==> src/rtl/wb_port_arbiter_pkg.sv <==
// Shared writeback definitions: default widths, the PC register index,
// the arbitration priority states and the writeback bundle layout.
package wb_port_arbiter_pkg;

  localparam int DEF_DATA_W = 32;
  localparam int DEF_REG_AW = 4;

  // Writes to this register index redirect the fetch PC.
  localparam logic [3:0] PC_REG_IDX = 4'hF;

  typedef enum logic [0:0] {
    PRIO_A = 1'b0,
    PRIO_B = 1'b1
  } arb_state_e;

  // One writeback: same layout as the WB stage register.
  typedef struct packed {
    logic [DEF_DATA_W-1:0] pc;
    logic [DEF_DATA_W-1:0] value;
    logic [DEF_REG_AW-1:0] destination;
  } wb_bundle_t;

endpackage

==> src/rtl/wb_port_arbiter_if.sv <==
// Bundle of both writeback request ports plus the arbitrated write port.
// master = the two requesters / register file side, slave = the arbiter.
interface wb_port_arbiter_if
  import wb_port_arbiter_pkg::*;
#(
  parameter int DATA_W = DEF_DATA_W,
  parameter int REG_AW = DEF_REG_AW
);

  logic              i_A_Valid;
  logic [DATA_W-1:0] i_A_Pc;
  logic [DATA_W-1:0] i_A_Write_Back_Value;
  logic [REG_AW-1:0] i_A_Destination;
  logic              o_A_Ready;

  logic              i_B_Valid;
  logic [DATA_W-1:0] i_B_Pc;
  logic [DATA_W-1:0] i_B_Write_Back_Value;
  logic [REG_AW-1:0] i_B_Destination;
  logic              o_B_Ready;

  logic [DATA_W-1:0] o_Pc;
  logic              o_Sig_Write_Back_Enable;
  logic [DATA_W-1:0] o_Write_Back_Value;
  logic [REG_AW-1:0] o_Destination;
  logic              o_Pc_Redirect;

  modport master (
    output i_A_Valid, i_A_Pc, i_A_Write_Back_Value, i_A_Destination,
    output i_B_Valid, i_B_Pc, i_B_Write_Back_Value, i_B_Destination,
    input  o_A_Ready, o_B_Ready,
    input  o_Pc, o_Sig_Write_Back_Enable, o_Write_Back_Value, o_Destination, o_Pc_Redirect
  );

  modport slave (
    input  i_A_Valid, i_A_Pc, i_A_Write_Back_Value, i_A_Destination,
    input  i_B_Valid, i_B_Pc, i_B_Write_Back_Value, i_B_Destination,
    output o_A_Ready, o_B_Ready,
    output o_Pc, o_Sig_Write_Back_Enable, o_Write_Back_Value, o_Destination, o_Pc_Redirect
  );

endinterface

==> src/rtl/wb_grant_logic.sv <==
// Combinational grant selection between the pipeline writeback (A) and the
// long-latency writeback (B). At most one grant per cycle.
module wb_grant_logic
  import wb_port_arbiter_pkg::*;
#(
  parameter int REG_AW = DEF_REG_AW
) (
  input  logic              i_a_valid,
  input  logic [REG_AW-1:0] i_a_dest,
  input  logic              i_b_valid,
  input  logic [REG_AW-1:0] i_b_dest,
  input  arb_state_e        i_state,
  output logic              o_grant_a,
  output logic              o_grant_b
);

  logic w_same_dest;

  // B wins when alone, when it is the older write to the same register,
  // or when it has been starved long enough to hold priority.
  always_comb begin
    w_same_dest = (i_a_dest == i_b_dest);
    o_grant_b   = i_b_valid & (~i_a_valid | w_same_dest | (i_state == PRIO_B));
    o_grant_a   = i_a_valid & ~o_grant_b;
  end

endmodule

==> src/rtl/wb_port_arbiter.sv <==
// Shares the register-file write port between the in-order pipeline
// writeback (A) and the long-latency writeback (B). One registered write
// per cycle; B is guaranteed service after STARVE_MAX refusals.
module wb_port_arbiter
  import wb_port_arbiter_pkg::*;
#(
  parameter int DATA_W     = DEF_DATA_W,
  parameter int REG_AW     = DEF_REG_AW,
  parameter int STARVE_MAX = 3
) (
  input logic            clk,
  input logic            reset,
  wb_port_arbiter_if.slave bus
);

  localparam logic [0:0] S_PRIO_A = PRIO_A;
  localparam logic [0:0] S_PRIO_B = PRIO_B;
  localparam logic [3:0] CNT_MAX  = 4'(STARVE_MAX);

  logic              w_grant_a;
  logic              w_grant_b;
  logic [DATA_W-1:0] w_sel_pc;
  logic [DATA_W-1:0] w_sel_val;
  logic [REG_AW-1:0] w_sel_dst;
  logic [3:0]        w_starve_nxt;
  logic [0:0]        w_state_nxt;

  logic [3:0]        r_starve_cnt;
  logic [0:0]        r_state;
  logic [DATA_W-1:0] r_pc_p1;
  logic [DATA_W-1:0] r_val_p1;
  logic [REG_AW-1:0] r_dst_p1;
  logic              r_vld_p1;
  logic              r_redir_p1;

  function automatic logic [3:0] sat_inc(input logic [3:0] v);
    if (v >= CNT_MAX) return CNT_MAX;
    return v + 4'd1;
  endfunction

  wb_grant_logic #(.REG_AW(REG_AW)) u_grant (
    .i_a_valid (bus.i_A_Valid),
    .i_a_dest  (bus.i_A_Destination),
    .i_b_valid (bus.i_B_Valid),
    .i_b_dest  (bus.i_B_Destination),
    .i_state   (arb_state_e'(r_state)),
    .o_grant_a (w_grant_a),
    .o_grant_b (w_grant_b)
  );

  // Readies are suppressed while reset is held so no request is consumed.
  assign bus.o_A_Ready = w_grant_a & reset;
  assign bus.o_B_Ready = w_grant_b & reset;

  // Winner payload mux and next starvation count / priority state.
  always_comb begin
    w_sel_pc  = w_grant_b ? bus.i_B_Pc               : bus.i_A_Pc;
    w_sel_val = w_grant_b ? bus.i_B_Write_Back_Value : bus.i_A_Write_Back_Value;
    w_sel_dst = w_grant_b ? bus.i_B_Destination      : bus.i_A_Destination;

    w_starve_nxt = r_starve_cnt;
    if (w_grant_b)          w_starve_nxt = 4'd0;
    else if (bus.i_B_Valid) w_starve_nxt = sat_inc(r_starve_cnt);

    w_state_nxt = r_state;
    case (r_state)
      S_PRIO_A: if (w_starve_nxt == CNT_MAX) w_state_nxt = S_PRIO_B;
      S_PRIO_B: if (w_grant_b)               w_state_nxt = S_PRIO_A;
      default:                               w_state_nxt = S_PRIO_A;
    endcase
  end

  // Stage p1: registered write port plus arbitration state.
  always_ff @(posedge clk) begin
    if (!reset) begin
      r_starve_cnt <= 4'd0;
      r_state      <= S_PRIO_A;
      r_vld_p1     <= 1'b0;
      r_redir_p1   <= 1'b0;
      r_pc_p1      <= '0;
      r_val_p1     <= '0;
      r_dst_p1     <= '0;
    end else begin
      r_starve_cnt <= w_starve_nxt;
      r_state      <= w_state_nxt;
      r_vld_p1     <= w_grant_a | w_grant_b;
      r_redir_p1   <= (w_grant_a | w_grant_b) & (w_sel_dst == REG_AW'(PC_REG_IDX));
      if (w_grant_a | w_grant_b) begin
        r_pc_p1  <= w_sel_pc;
        r_val_p1 <= w_sel_val;
        r_dst_p1 <= w_sel_dst;
      end
    end
  end

  assign bus.o_Pc                    = r_pc_p1;
  assign bus.o_Sig_Write_Back_Enable = r_vld_p1;
  assign bus.o_Write_Back_Value      = r_val_p1;
  assign bus.o_Destination           = r_dst_p1;
  assign bus.o_Pc_Redirect           = r_redir_p1;

endmodule

==> src/flat_wrapper.sv <==
// flat-port wrapper written by rule: the top's interface ports become plain ports
module wb_port_arbiter_flat import wb_port_arbiter_pkg::*;
#(
  parameter int DATA_W     = DEF_DATA_W,
  parameter int REG_AW     = DEF_REG_AW,
  parameter int STARVE_MAX = 3
)
  (clk, reset, bus_i_A_Valid, bus_i_A_Pc, bus_i_A_Write_Back_Value, bus_i_A_Destination, bus_i_B_Valid, bus_i_B_Pc, bus_i_B_Write_Back_Value, bus_i_B_Destination, bus_o_A_Ready, bus_o_B_Ready, bus_o_Pc, bus_o_Sig_Write_Back_Enable, bus_o_Write_Back_Value, bus_o_Destination, bus_o_Pc_Redirect);
  wb_port_arbiter_if #(.DATA_W(DATA_W), .REG_AW(REG_AW)) bus_i ();
  input logic clk;
  input logic reset;
  input wire logic [$bits(bus_i.i_A_Valid)-1:0] bus_i_A_Valid;
  input wire logic [$bits(bus_i.i_A_Pc)-1:0] bus_i_A_Pc;
  input wire logic [$bits(bus_i.i_A_Write_Back_Value)-1:0] bus_i_A_Write_Back_Value;
  input wire logic [$bits(bus_i.i_A_Destination)-1:0] bus_i_A_Destination;
  input wire logic [$bits(bus_i.i_B_Valid)-1:0] bus_i_B_Valid;
  input wire logic [$bits(bus_i.i_B_Pc)-1:0] bus_i_B_Pc;
  input wire logic [$bits(bus_i.i_B_Write_Back_Value)-1:0] bus_i_B_Write_Back_Value;
  input wire logic [$bits(bus_i.i_B_Destination)-1:0] bus_i_B_Destination;
  output wire logic [$bits(bus_i.o_A_Ready)-1:0] bus_o_A_Ready;
  output wire logic [$bits(bus_i.o_B_Ready)-1:0] bus_o_B_Ready;
  output wire logic [$bits(bus_i.o_Pc)-1:0] bus_o_Pc;
  output wire logic [$bits(bus_i.o_Sig_Write_Back_Enable)-1:0] bus_o_Sig_Write_Back_Enable;
  output wire logic [$bits(bus_i.o_Write_Back_Value)-1:0] bus_o_Write_Back_Value;
  output wire logic [$bits(bus_i.o_Destination)-1:0] bus_o_Destination;
  output wire logic [$bits(bus_i.o_Pc_Redirect)-1:0] bus_o_Pc_Redirect;
  assign bus_i.i_A_Valid = bus_i_A_Valid;
  assign bus_i.i_A_Pc = bus_i_A_Pc;
  assign bus_i.i_A_Write_Back_Value = bus_i_A_Write_Back_Value;
  assign bus_i.i_A_Destination = bus_i_A_Destination;
  assign bus_i.i_B_Valid = bus_i_B_Valid;
  assign bus_i.i_B_Pc = bus_i_B_Pc;
  assign bus_i.i_B_Write_Back_Value = bus_i_B_Write_Back_Value;
  assign bus_i.i_B_Destination = bus_i_B_Destination;
  assign bus_o_A_Ready = bus_i.o_A_Ready;
  assign bus_o_B_Ready = bus_i.o_B_Ready;
  assign bus_o_Pc = bus_i.o_Pc;
  assign bus_o_Sig_Write_Back_Enable = bus_i.o_Sig_Write_Back_Enable;
  assign bus_o_Write_Back_Value = bus_i.o_Write_Back_Value;
  assign bus_o_Destination = bus_i.o_Destination;
  assign bus_o_Pc_Redirect = bus_i.o_Pc_Redirect;
  wb_port_arbiter #(.DATA_W(DATA_W), .REG_AW(REG_AW), .STARVE_MAX(STARVE_MAX)) u_core (.clk(clk), .reset(reset), .bus(bus_i));
endmodule
==> config.mk <==
export PLATFORM = sky130hd
export DESIGN_NAME = wb_port_arbiter_flat
export DESIGN_NICKNAME = d
export VERILOG_FILES = /design/src/rtl/wb_port_arbiter_pkg.sv /design/src/rtl/wb_port_arbiter_if.sv /design/src/rtl/wb_grant_logic.sv /design/src/rtl/wb_port_arbiter.sv /design/src/flat_wrapper.sv
export SDC_FILE = /design/constraint.sdc
export NUM_CORES = 1
export LEC_CHECK = 0
export ABC_CLOCK_PERIOD_IN_PS = 1650
export BUFFER_PORTS_ARGS = -buffer_cell sky130_fd_sc_hd__buf_2
export CAP_MARGIN = 20
export CORE_MARGIN = 2
export CORE_UTILIZATION = 40
export CTS_BUF_LIST = sky130_fd_sc_hd__clkbuf_4
export DETAILED_ROUTE_END_ITERATION = 12
export PLACE_DENSITY = 0.74
export SYNTH_ARGS = -nofsm -noshare
export SYNTH_HDL_FRONTEND = slang
export SYNTH_SLANG_ARGS = --single-unit
==> constraint.sdc <==
create_clock -name clk -period 1.65 [get_ports clk]
set_input_delay 0.0825 -clock clk [delete_from_list [all_inputs] [get_ports clk]]
set_output_delay 0.0825 -clock clk [all_outputs]
set_load 0.005 [all_outputs]
Word-level counts from Yosys, hierarchy flattened
Cells that the tools add are included.

Flip-flop bits (word level): 75. Input bits: 140. Logic and storage cells: 36.

Add/sub/neg operators: 1. Magnitude comparators: 1. Eq/ne operators: 3. Multiplexer cells: 13. Bitwise gates (word level): 11.

Operator list (number): 32-bit 2-to-1 mux (2); 4-bit 2-to-1 mux (5); 1-bit AND (5); 1-bit 2-to-1 mux (5); 4-bit by 1-bit adder with 4-bit output (second input constant) (1); 4-bit by 2-bit equality test with 1-bit output (second input constant) (1); 4-bit equality test (1); 4-bit equality test (second input constant) (1); 4-bit by 2-bit greater-or-equal comparator with 1-bit output (second input constant) (1); 1-bit inverter (3); 1-bit OR (3); 1-bit one-hot mux with 2 select lines (1).

Longest topological paths before layout
Depth after elaboration: 11. Mapped depth: 6. Gate-level depth less buffers: 5.

Modules after synthesis
A second synthesis with hierarchy kept.

Cell total of the unflattened synthesis: 408. Area total of the unflattened synthesis: 3656.0 sq um.

Modules (own cells, without submodules): wb_port_arbiter (times used 1, cells an instance 400, area each 3580.9 sq um, sequential area each 1501.4 sq um); wb_grant_logic (times used 1, cells an instance 8, area each 75.1 sq um, sequential area each 0.0 sq um).

Worst setup path after synthesis
OpenSTA, ideal clock, no wires.

Path kind: register -> register. From: reg u_core.r_starve_cnt[0]. To: reg u_core.r_state. Library setup time: 115 ps. Data arrival time: 1356 ps. Path slack: 179 ps. Cell stages (with the launch flop): 6. Period minus slack after synthesis: 1471 ps. Cell sequence: dfxtp_1 ha_1 or3_1 nor3b_1 nor4_1 o21a_1.

Cells in the longest elaborated chain, start to end: 10. Elaborated cells between the ends (all ways): 11.

RTL lines: start, declared (line wb_port_arbiter.sv:28) `logic [3:0] r_starve_cnt;`; start signal, assigned (line wb_port_arbiter.sv:84) `r_starve_cnt <= w_starve_nxt;`; 4-bit by 2-bit greater-or-equal comparator with 1-bit output (line wb_port_arbiter.sv:37) `if (v >= CNT_MAX) return CNT_MAX;`; 1-bit 2-to-1 mux (line wb_port_arbiter.sv:37); 1-bit 2-to-1 mux (line wb_port_arbiter.sv:63) `else if (bus.i_B_Valid) w_starve_nxt = sat_inc(r_starve_cnt);`; 1-bit 2-to-1 mux (line wb_port_arbiter.sv:62) `if (w_grant_b) w_starve_nxt = 4'd0;`; 4-bit 2-to-1 mux (line wb_port_arbiter.sv:38) `return v + 4'd1;`; 4-bit 2-to-1 mux (*) (line wb_port_arbiter.sv:63); 4-bit 2-to-1 mux (*) (line wb_port_arbiter.sv:62); 4-bit by 2-bit equality test with 1-bit output (*) (line wb_port_arbiter.sv:67) `S_PRIO_A: if (w_starve_nxt == CNT_MAX) w_state_nxt = S_PRIO_B;`; 1-bit 2-to-1 mux (*) (line wb_port_arbiter.sv:67); 1-bit one-hot mux with 2 select lines (*) (line wb_port_arbiter.sv:66) `case (r_state)`; end signal, assigned (line wb_port_arbiter.sv:85) `r_state <= w_state_nxt;`; end, declared (line wb_port_arbiter.sv:29) `logic [0:0] r_state;`.

Every way passes the cells marked *; elsewhere a longest branch is shown, timed or not. The select of a mux whose other input is x is not followed. A chain may end at the register's enable or synchronous reset.

Final worst setup path
From: reg u_core.r_state. To: out bus_o_A_Ready.

Cells in the longest elaborated chain, start to end: 5.

RTL lines: 1-bit OR (line wb_grant_logic.sv:23) `o_grant_b = i_b_valid & (~i_a_valid | w_same_dest | (i_state == PRIO_B));`; 1-bit AND (line wb_grant_logic.sv:23); 1-bit inverter (line wb_grant_logic.sv:24) `o_grant_a = i_a_valid & ~o_grant_b;`; 1-bit AND (line wb_grant_logic.sv:24); 1-bit AND (line wb_port_arbiter.sv:52) `assign bus.o_A_Ready = w_grant_a & reset;`; end, declared (line flat_wrapper.sv:20) `output wire logic [$bits(bus_i.o_A_Ready)-1:0] bus_o_A_Ready;`.

Every way passes these cells.

==> metrics.md <==
| Metric | Value |
|---|---|
| Reg2Reg Setup Slack | `110 ps` |
| Fmax | `649 MHz` |
| Vias in the first global route | `4092` |
| Crit-path max FO | `4` |
| Worst hold endpoint | `u_core.bus.o_Pc[2]$_SDFFE_PN0P_` |
| ANT nets after route | `0` |
| Max-cap violations | `0` |
| Main synth FF type | `dfxtp_1` |
| Switching power of the nets | `1.27 mW` |
| Cell Rows | `35` |
| Clk_lat worst skew | `410 ps` |
| Pwr Total | `4.33 mW` |
| Gate power share | `27.0%` |
| Post-synth top area share | `39.7%` |
| Int Power | `3.06 mW` |
| WL/cell | `15.6 um` |
| Post-synthesis cell type count | `35` |
| Worst hold path depth | `4` |
| Clock slew at reported path FFs | `130 ps` |
| Switching share of power | `29.3%` |
| Most common cell in the netlist | `dfxtp_1` |
| Global placement routability congestion | `0.787` |
| FF-to-FF End | `u_core.r_state$_SDFF_PN0_` |
| CTS tree | `done` |
| Vias | `4354` |
| Area taken by multi-input logic gates | `2080 um2` |
| Setup crit start kind | `flop` |
| Fraction of layout cells with a size suffix above 1 | `45.1%` |
| Synthesized Nets | `579` |
| Fillers | `752` |
| Port bufs | `211` |
| Placed insts | `726` |
| GRT Total Usage | `22.7%` |
| Root Buffer | `clkbuf_4` |
| FFs w/ async S/R, synth | `0%` |
| RSZ-0062 raised after global routing | `no` |
| Synth cell count leaders | `dfxtp_1, nand2_1, mux2_2, nand4_1, o21ai_0` |
| Sequential fraction of design power | `47.2%` |
| Pleak | `2.75 nW` |
| HP Start | `bus_i_A_Pc[2]` |
| Type of the most critical hold path | `in -> reg` |
| Clock share of power | `25.9%` |
| Pin count of the biggest net entering global routing | `114` |
| Crit path capture type | `primary output` |
| TritonRoute pass-1 iters | `6` |
| First-pass GRT wire length | `18600 um` |
| Final net count | `843` |
| Synthesized cell area | `3780 um2` |
| Die ar. | `10200 um2` |
| Critical-path top delay cell | `dfxtp_2` |
| Antenna violations before repair | `0` |
| Hold Vio Cnt, Final | `0` |
| Worst EP required | `1570 ps` |
| Drt first-iter violations | `205` |
| Yosys warning count | `0` |
| Core area | `9200 um2` |
| P per Cell Area | `735 nW/um2` |
| Register area share after synthesis | `39.7%` |
| Crit path time final | `1540 ps` |
| Final HPWL DP | `7820 um` |
| Post-Synthesis Cells | `438` |
| Worst vdd ir | `0.000400 V` |
| Final setup violation count | `0` |
| I/O pin total | `212` |
| Largest cells by area after synthesis | `dfxtp_1, mux2_2, nand4_1, o21ai_0, nand2_1` |
| Synth Register Bits | `75` |
| CP peak stage delay | `350 ps` |
| Max_slew headroom | `72.1%` |
| Slew Limit Fails | `0` |
| CP Cell Sequence | `nor2b_4 > o41ai_4 > and2_4 > buf_12 > nor2_2 > buf_2` |
| Biggest area consumer among synthesized cells | `dfxtp_1` |
| DRC | `0` |
| Clk sinks | `75` |
| Crit path DAT | `1460 ps` |
| Finished Layout Cells | `818` |
| R2R depth | `5` |
| Period utilisation layout | `93.4%` |
| CTS Buf Count | `9` |
| Longest Clk Path Bufs | `2` |
| Worst reg2reg path startpoint | `u_core.r_starve_cnt[0]$_SDFF_PN0_` |
| H-Tree Depth | `3` |
| Sum Neg Setup Slack | `0 ps` |
| Setup Crit Path Kind | `reg -> out` |
| Routed wire length | `12800 um` |
| Outcome | `finished clean` |
| Post-synth EDFFs | `0` |
| Vias per std cell | `5.32` |
| Initial Utilization | `41.1%` |
| Area Overhead vs Synth | `56.0%` |
| Die Span Y | `101 um` |
| Register area | `1500 um2` |
| Syn_area_per_cell | `8.63 um2` |
| Antenna diodes | `0` |
| Worst-margin pin slew | `418 ps` |
| Remaining global-route overflow | `0` |
| Clock Skews | `14.5 ps` |
| Die span in x | `101 um` |
-- how the worst max path moves through the flow --
| stage | start | endpoint | slack, ps | depth (start not counted) |
|---|---|---|---|---|
| floorplan | u_core.r_starve_cnt[0]$_SDFF_PN0_ | u_core.r_state$_SDFF_PN0_ | 180 | 5 |
| global placement | bus_i_B_Destination[0] | u_core.bus.o_Write_Back_Value[13]$_SDFFE_PN0P_ | 140 | 6 |
| detailed placement | bus_i_B_Destination[0] | u_core.bus.o_Write_Back_Value[2]$_SDFFE_PN0P_ | 80 | 6 |
| CTS | u_core.r_state$_SDFF_PN0_ | bus_o_A_Ready | 20 | 6 |
| global route | u_core.r_state$_SDFF_PN0_ | bus_o_A_Ready | 3 | 6 |
| finish | u_core.r_state$_SDFF_PN0_ | bus_o_A_Ready | 110 | 6 |
-- sequential cells by signal, indices dropped and copies added (netlist names) --
name,flops
u_core.bus.o_Pc_Redirect,1
u_core.bus.o_Destination,4
u_core.r_starve_cnt,4
u_core.bus.o_Sig_Write_Back_Enable,1
u_core.bus.o_Pc,32
u_core.bus.o_Write_Back_Value,32
u_core.r_state,1
-- worst max-delay path: cells and delay by family (launching register included) --
| kind | cells | cell delay [ps] |
|---|---|---|
| buffers and inverters | 2 | 240 |
| AOI/OAI and AO/OA | 1 | 80 |
| and+or+nand+nor | 3 | 390 |
| DFF | 1 | 350 |
-- power groups by stage --
| stage | sequential, mW | combinational [mW] | clock [mW] |
|---|---|---|---|
| floorplan | 2.09 | 0.510 | 0 |
| global placement | 2.08 | 0.952 | 0 |
| detailed placement | 2.08 | 0.969 | 0 |
| CTS | 2.04 | 1.12 | 1.16 |
| global route | 2.06 | 1.27 | 1.23 |
| finish | 2.04 | 1.17 | 1.12 |
-- metal layers --
layer	GRT usage, %	vias to the layer above	part of all wire, %
li1	-	2122	-
met1	26.6	1974	41
met2	40.2	228	49
met3	4.07	30	7.2
met4	10.6	0	2.8
met5	0	-	0
-- cell usage in the layout (no fill, tap or decap), types with 5 or more instances in the layout --
cell type        n
buf_2          210
buf_4           15
clkbuf_4         9
dfxtp_1         74
dlygate4sd3_1   69
inv_1            5
mux2_2          65
nand2_1         72
nand4_1         64
o21ai_0         58
o21ai_1          9
-- per-stage QoR --
step	utilization, %	cell area [um2]	hold WS, ps	setup slack [ps]
6_report	64.1	5900	45.9	108
5_1_grt	64.1	5900	34.3	3.29
4_1_cts	63.2	5810	12.1	17.9
3_5_place_dp	53.7	4940	320	81.6
3_3_place_gp	53.7	4940	309	140
2_1_floorplan	-	3780	215	179
-- cell families after synthesis --
logic type               synth area share, %
AND/OR/NAND/NOR                         21.1
AO/OA/AOI/OAI                           12.6
flip-flops                              39.7
multiplexers                            19.6
buffers and inverters                   5.69
XOR/XNOR                               0.927
adder cells (fa/ha/maj)                0.331
-- area by class of cell --
class                      count  area share (%)
clock buffer                   9            1.15
clock inverter                 7            1.17
inverter                       5           0.318
multi-input combinational    310            35.2
sequential                    75            25.5
tap                          111            2.36
timing repair buffer         301            34.3
-- what timing repair did --
item / 4_1_cts / 5_1_grt
gates cloned: 1 / 2
hold buffers: 69 / 0
buffers inserted: 1 / 3
resized for setup: 2 / 4
endpoints found under the setup margin: 1 / 2
pin swaps: 1 / 1
endpoints found under the hold margin: 70 / 0
No activity file was read; power rests on OpenSTA's default activity.
